## src/rtl/spi_slave_param.sv

```systemverilog
// spi_slave_param: SPI slave frame engine feeding a single-port RAM, with read sequencing and error reporting.
// Ports: clk/rst (async active-high) | SS_n, MOSI serial in | tx_valid, tx_data RAM read data |
//        MISO serial out | rx_valid/rx_data received command word | frame_err abort/mismatch/timeout | busy
module spi_slave_param #(
  parameter int PAYLOAD_W  = 8,
  parameter bit LSB_FIRST  = 1'b0,
  parameter int TX_TIMEOUT = 16
) (
  input  logic                 clk,
  input  logic                 rst,
  input  logic                 SS_n,
  input  logic                 MOSI,
  input  logic                 tx_valid,
  input  logic [PAYLOAD_W-1:0] tx_data,
  output logic                 MISO,
  output logic                 rx_valid,
  output logic [PAYLOAD_W+1:0] rx_data,
  output logic                 frame_err,
  output logic                 busy
);
  localparam int RX_W    = PAYLOAD_W + 2;
  localparam int CNT_MAX = RX_W > TX_TIMEOUT ? RX_W : TX_TIMEOUT;
  localparam int CNT_W   = $clog2(CNT_MAX + 1);
  typedef enum logic [2:0] {IDLE, CHK_CMD, RX, WAIT_TX, SEND, DONE} state_t;
  state_t               state_q, state_d;
  logic [CNT_W-1:0]     cnt_q, cnt_d;
  logic [RX_W-1:0]      rx_sr_q, rx_sr_d, rx_data_q, rx_data_d, rx_word;
  logic [PAYLOAD_W-1:0] tx_sr_q, tx_sr_d;
  logic                 dir_q, dir_d, read_state_q, read_state_d, miso_q, miso_d;
  logic                 rx_valid_q, rx_valid_d, frame_err_q, frame_err_d, abort;
  logic [1:0]           cmd;
  always_comb begin
    rx_word      = LSB_FIRST ? {MOSI, rx_sr_q[RX_W-1:1]} : {rx_sr_q[RX_W-2:0], MOSI};
    cmd          = rx_word[RX_W-1:RX_W-2];
    abort        = SS_n && (state_q inside {CHK_CMD, RX, WAIT_TX, SEND});
    state_d      = state_q;
    cnt_d        = cnt_q;
    rx_sr_d      = rx_sr_q;
    rx_data_d    = rx_data_q;
    tx_sr_d      = tx_sr_q;
    dir_d        = dir_q;
    read_state_d = read_state_q;
    miso_d       = 1'b0;
    rx_valid_d   = 1'b0;
    frame_err_d  = 1'b0;
    if (abort) begin
      state_d     = IDLE;
      cnt_d       = '0;
      frame_err_d = 1'b1;
    end else begin
      case (state_q)
        IDLE:    state_d = SS_n ? IDLE : CHK_CMD;
        CHK_CMD: begin
          dir_d   = MOSI;
          state_d = RX;
        end
        RX: begin
          rx_sr_d = rx_word;
          cnt_d   = cnt_q + 1'b1;
          if (cnt_q == CNT_W'(RX_W - 1)) begin
            rx_data_d  = rx_word;
            rx_valid_d = 1'b1;
            cnt_d      = '0;
            state_d    = DONE;
            // read-data is only legal once a read-addr has been accepted
            if (dir_q != cmd[1]) frame_err_d = 1'b1;
            else if (cmd == 2'b10) read_state_d = 1'b1;
            else if (cmd == 2'b11) begin
              if (read_state_q) state_d = WAIT_TX;
              else frame_err_d = 1'b1;
            end
          end
        end
        WAIT_TX: begin
          if (tx_valid) begin
            tx_sr_d = tx_data;
            cnt_d   = '0;
            state_d = SEND;
          end else if (cnt_q == CNT_W'(TX_TIMEOUT - 1)) begin
            frame_err_d = 1'b1;
            cnt_d       = '0;
            state_d     = DONE;
          end else cnt_d = cnt_q + 1'b1;
        end
        SEND: begin
          // one extra edge after the last bit returns MISO to 0 before DONE
          if (cnt_q == CNT_W'(PAYLOAD_W)) begin
            read_state_d = 1'b0;
            cnt_d        = '0;
            state_d      = DONE;
          end else begin
            miso_d  = LSB_FIRST ? tx_sr_q[0] : tx_sr_q[PAYLOAD_W-1];
            tx_sr_d = LSB_FIRST ? tx_sr_q >> 1 : tx_sr_q << 1;
            cnt_d   = cnt_q + 1'b1;
          end
        end
        DONE:    state_d = SS_n ? IDLE : DONE;
        default: state_d = IDLE;
      endcase
    end
  end
  always_ff @(posedge clk or posedge rst) begin
    if (rst) begin
      state_q      <= IDLE;
      cnt_q        <= '0;
      rx_sr_q      <= '0;
      rx_data_q    <= '0;
      tx_sr_q      <= '0;
      dir_q        <= 1'b0;
      read_state_q <= 1'b0;
      miso_q       <= 1'b0;
      rx_valid_q   <= 1'b0;
      frame_err_q  <= 1'b0;
    end else begin
      state_q      <= state_d;
      cnt_q        <= cnt_d;
      rx_sr_q      <= rx_sr_d;
      rx_data_q    <= rx_data_d;
      tx_sr_q      <= tx_sr_d;
      dir_q        <= dir_d;
      read_state_q <= read_state_d;
      miso_q       <= miso_d;
      rx_valid_q   <= rx_valid_d;
      frame_err_q  <= frame_err_d;
    end
  end
  assign MISO      = miso_q;
  assign rx_valid  = rx_valid_q;
  assign rx_data   = rx_data_q;
  assign frame_err = frame_err_q;
  assign busy      = state_q != IDLE;
endmodule
```

## config.mk

```make
export PLATFORM = sky130hd
export DESIGN_NAME = spi_slave_param
export DESIGN_NICKNAME = d
export VERILOG_FILES = /design/src/rtl/spi_slave_param.sv
export SDC_FILE = /design/constraint.sdc
export NUM_CORES = 1
export LEC_CHECK = 0
export ABC_AREA = 1
export CAP_MARGIN = 0
export CORE_ASPECT_RATIO = 0.9
export CORE_MARGIN = 4
export CORE_UTILIZATION = 40
export DETAILED_ROUTE_END_ITERATION = 12
export SYNTH_ARGS = -nofsm -noshare
export SYNTH_HDL_FRONTEND = slang
export SYNTH_SLANG_ARGS = --single-unit
```

## constraint.sdc

```tcl
create_clock -name clk -period 2.15 [get_ports clk]
set_clock_uncertainty 0.1 [all_clocks]
set_input_delay 0.3225 -clock clk [delete_from_list [all_inputs] [get_ports clk]]
set_output_delay 0.3225 -clock clk [all_outputs]
set_load 0.02 [all_outputs]
```

==> impl_metrics.json, run 1 <==
{
  "track_usage": 0.1380,
  "wl_mm": 3.743,
  "grt_max_degree": 41,
  "slew_viol_final": 0,
  "vias": 1578,
  "overflow": 0,
  "clk_pin_slew_ns": 0.08,
  "start_util": 0.4126,
  "finalSetupTns_ns": 0,
  "tightestPinTransition_ns": 0.5014,
  "fin_cells": 328,
  "slew-limit-headroom": 0.6657,
  "outcome": "finished clean",
  "avgViaCountPerCell": 4.811,
  "ys_types": 28,
  "ctsResizeCount": 0,
  "synthesis.area_um2": 2007,
  "rsz0062_at_grt": "no",
  "cts_sinks": 40,
  "yosysWarningCount": 0,
  "ys_ff_latch": 40,
  "crit_required_ns": 1.73,
  "finalCriticalPeriod_ns": 2.041,
  "min_path_type": "input port to asynchronous set/reset pin",
  "end_kind": "primary output",
  "place_hpwl_mm": 2.724,
  "worst-setup-path-type": "flop to primary output",
  "ys_seq_area_frac": 0.4988,
  "use_met3": 0.04426,
  "first_pass_iters": 6,
  "core_area_um2": 4865,
  "drive_gt1_frac": 0.1141,
  "grt_pass1_vias": 1450,
  "die_area_um2": 6216,
  "top_usage_layer": "met2",
  "synth_top_cell_area_share": 0.4988,
  "syn_nets": 249,
  "hold_slack_ns": 0.3433,
  "final_core_util": 0.5008,
  "setup_violations": 0,
  "worstSetupStartpointType": "flop",
  "cts_hold_buf": 0,
  "yosysTopAreaCell": "dfrtp_1",
  "cts_max_level": 2,
  "crit_start": "state_q[0]$_DFFE_PP0P_",
  "portBuffers": 26,
  "vdd_ir_drop_max_mv": 0.5237,
  "die_h_um": 75.20,
  "cts_max_path_buffers": 2,
  "grt_antenna_before_repair": 0,
  "final.period_utilization": 0.9494,
  "drv_cap": 0,
  "grt_use_met1": 0.1955,
  "clock-root-buffer": "clkbuf_8",
  "hold_viol": 0,
  "num_rows": 24,
  "crit_arrival_ns": 1.62,
  "reg2reg_from": "state_q[0]$_DFFE_PP0P_",
  "drc": 0,
  "grt_pass1_wl_mm": 6.568,
  "areaGrowthSynthToFinish_pct": 21.38,
  "power_density_nw_per_um2": 1146,
  "gp_congestion": 0.8107,
  "ant_nets": 0,
  "clock_latency_ns": 0.29,
  "cts-buffers-inserted": 5,
  "numPlacedInstances": 320,
  "critical_path.max_fanout": 7,
  "netlist_instances": 232,
  "cts_tree": "done",
  "fmax_mhz": 489.9,
  "fin_nets": 279,
  "grt_use_met2": 0.2091,
  "yosys-top-cells-area": "dfrtp_1 (50%), nand2_1 (11%), o21ai_1 (4.5%)",
  "synth_area_per_cell_um2": 8.651,
  "first_iter_violations": 42,
  "avgRoutedWirePerCell_um": 11.41,
  "ios": 27,
  "cts_setup_buffers": 0,
  "n_antenna_cell": 0,
  "p_leak_nw": 1.179,
  "dieWidth_um": 82.67
}
## layout make-up
class / count / area [µm²]
Sequential cell: 40 / 1001
Tap cell: 65 / 81.33
Timing Repair Buffer: 28 / 275.3
Multi-Input combinational cell: 159 / 855.8
Inverter: 28 / 107.6
Fill cell: 486 / 2429
Clock buffer: 5 / 68.82
Clock inverter: 3 / 46.29
## cells in the final DEF (no fill, tap or decap)
cell             netlist  layout
o22ai_1                1       1
nand2_1               59      59
nor2_1                10      10
mux2i_1                7       7
inv_2                  3       3
nand2_2                5       5
nor2_2                 1       1
a21oi_1                6       6
o2111ai_1              1       1
inv_6                  0       1
nand2_4                2       2
ha_1                   4       4
o21ai_2                2       2
nand4_1                4       4
o21ai_0               17      17
clkinvlp_4             0       1
nor3_1                 1       1
bufinv_16              0       1
o21ai_1               18      18
clkbuf_8               0       5
nand3_1               14      14
nand3_4                1       1
nor3_2                 1       1
inv_1                 24      24
inv_4                  1       1
clkdlybuf4s50_1        0      26
nand3_2                1       1
buf_4                  0       2
dfrtp_1               40      40
o211ai_1               1       1
nor2_4                 3       3
## cells in the mapped netlist, drive strengths merged
cell     instances
o21ai           37
dfrtp           40
buf              4
nand3           16
nor2            14
a21oi            6
o2111ai          1
inv             28
mux2i            7
o211ai           1
clkbuf           1
nor3             2
ha               4
nand2           66
o22ai            1
nand4            4
## layer usage
metal,wire [µm],vias up
met1,1902,731
li1,-,814
met3,172,4
met5,0,-
met4,32,0
met2,1636,29
## logic make-up (layout without fill, tap and decap cells)
kind of cell / count (synthesis) / after routing / share of synthesized area
and+or+nand+nor: 102 / 102 / 0.2444
AOI/OAI and AO/OA: 46 / 46 / 0.1222
DFF: 40 / 40 / 0.4988
buffers and inverters: 33 / 64 / 0.07481
muxes: 7 / 7 / 0.03491
adders and majority gates: 4 / 4 / 0.02494
## report_power, final
part	internal [mW]	switching [mW]	total (mW)	leakage, nW
clock network	0.350	0.278	0.628	0.0548
logic	0.384	0.622	1.01	0.602
registers	0.984	0.174	1.16	0.522
total	1.72	1.07	2.79	1.18
## sequential cells by signal (all words and copies together) (netlist names)
name,cells
MISO,1
cnt_q,5
dir_q,1
frame_err,1
read_state_q,1
rx_data,10
rx_sr_q,9
rx_valid,1
state_q,3
tx_sr_q,8
## per-stage QoR
stage	instance area [µm²]	total power, mW	setup WS, ns
3_5_place_dp	2321	2.187	0.2361
5_1_grt	2436	3.044	0.04669
2_1_floorplan	2007	1.929	0.5898
3_3_place_gp	2321	2.176	0.2714
6_report	2436	2.792	0.1088
4_1_cts	2436	2.830	0.08870
## final timing paths
path                                          end  slack [ns]  depth (start not counted)
setup / recovery                             busy        0.11                          3
hold / removal             rx_data[0]$_DFFE_PP0P_        0.34                          3
setup reg to reg           state_q[1]$_DFFE_PP0P_        0.42                          6
hold reg to reg            rx_data[0]$_DFFE_PP0P_        0.38                          2
max in group asynchronous  rx_data[1]$_DFFE_PP0P_        1.26                          3
min in group clk           rx_data[0]$_DFFE_PP0P_        0.38                          2
## worst max-delay path, stage by stage, from the launching register on
cell,delay [ns]
dfrtp_1,0.50
nor2_4,0.20
nand2_2,0.09
clkdlybuf4s50_1,0.54
No activity file was read; power rests on OpenSTA's default activity.
==> inputs of run 2 (changes only) <==
--- a/config.mk
+++ b/config.mk
@@ -10,6 +10,7 @@
 export CORE_ASPECT_RATIO = 0.9
 export CORE_MARGIN = 4
 export CORE_UTILIZATION = 40
+export CTS_CLUSTER_DIAMETER = 200
 export DETAILED_ROUTE_END_ITERATION = 12
 export SYNTH_ARGS = -nofsm -noshare
 export SYNTH_HDL_FRONTEND = slang
==> results of run 2 <==
The final DEF is identical to that of run 1; final timing and power are the same.
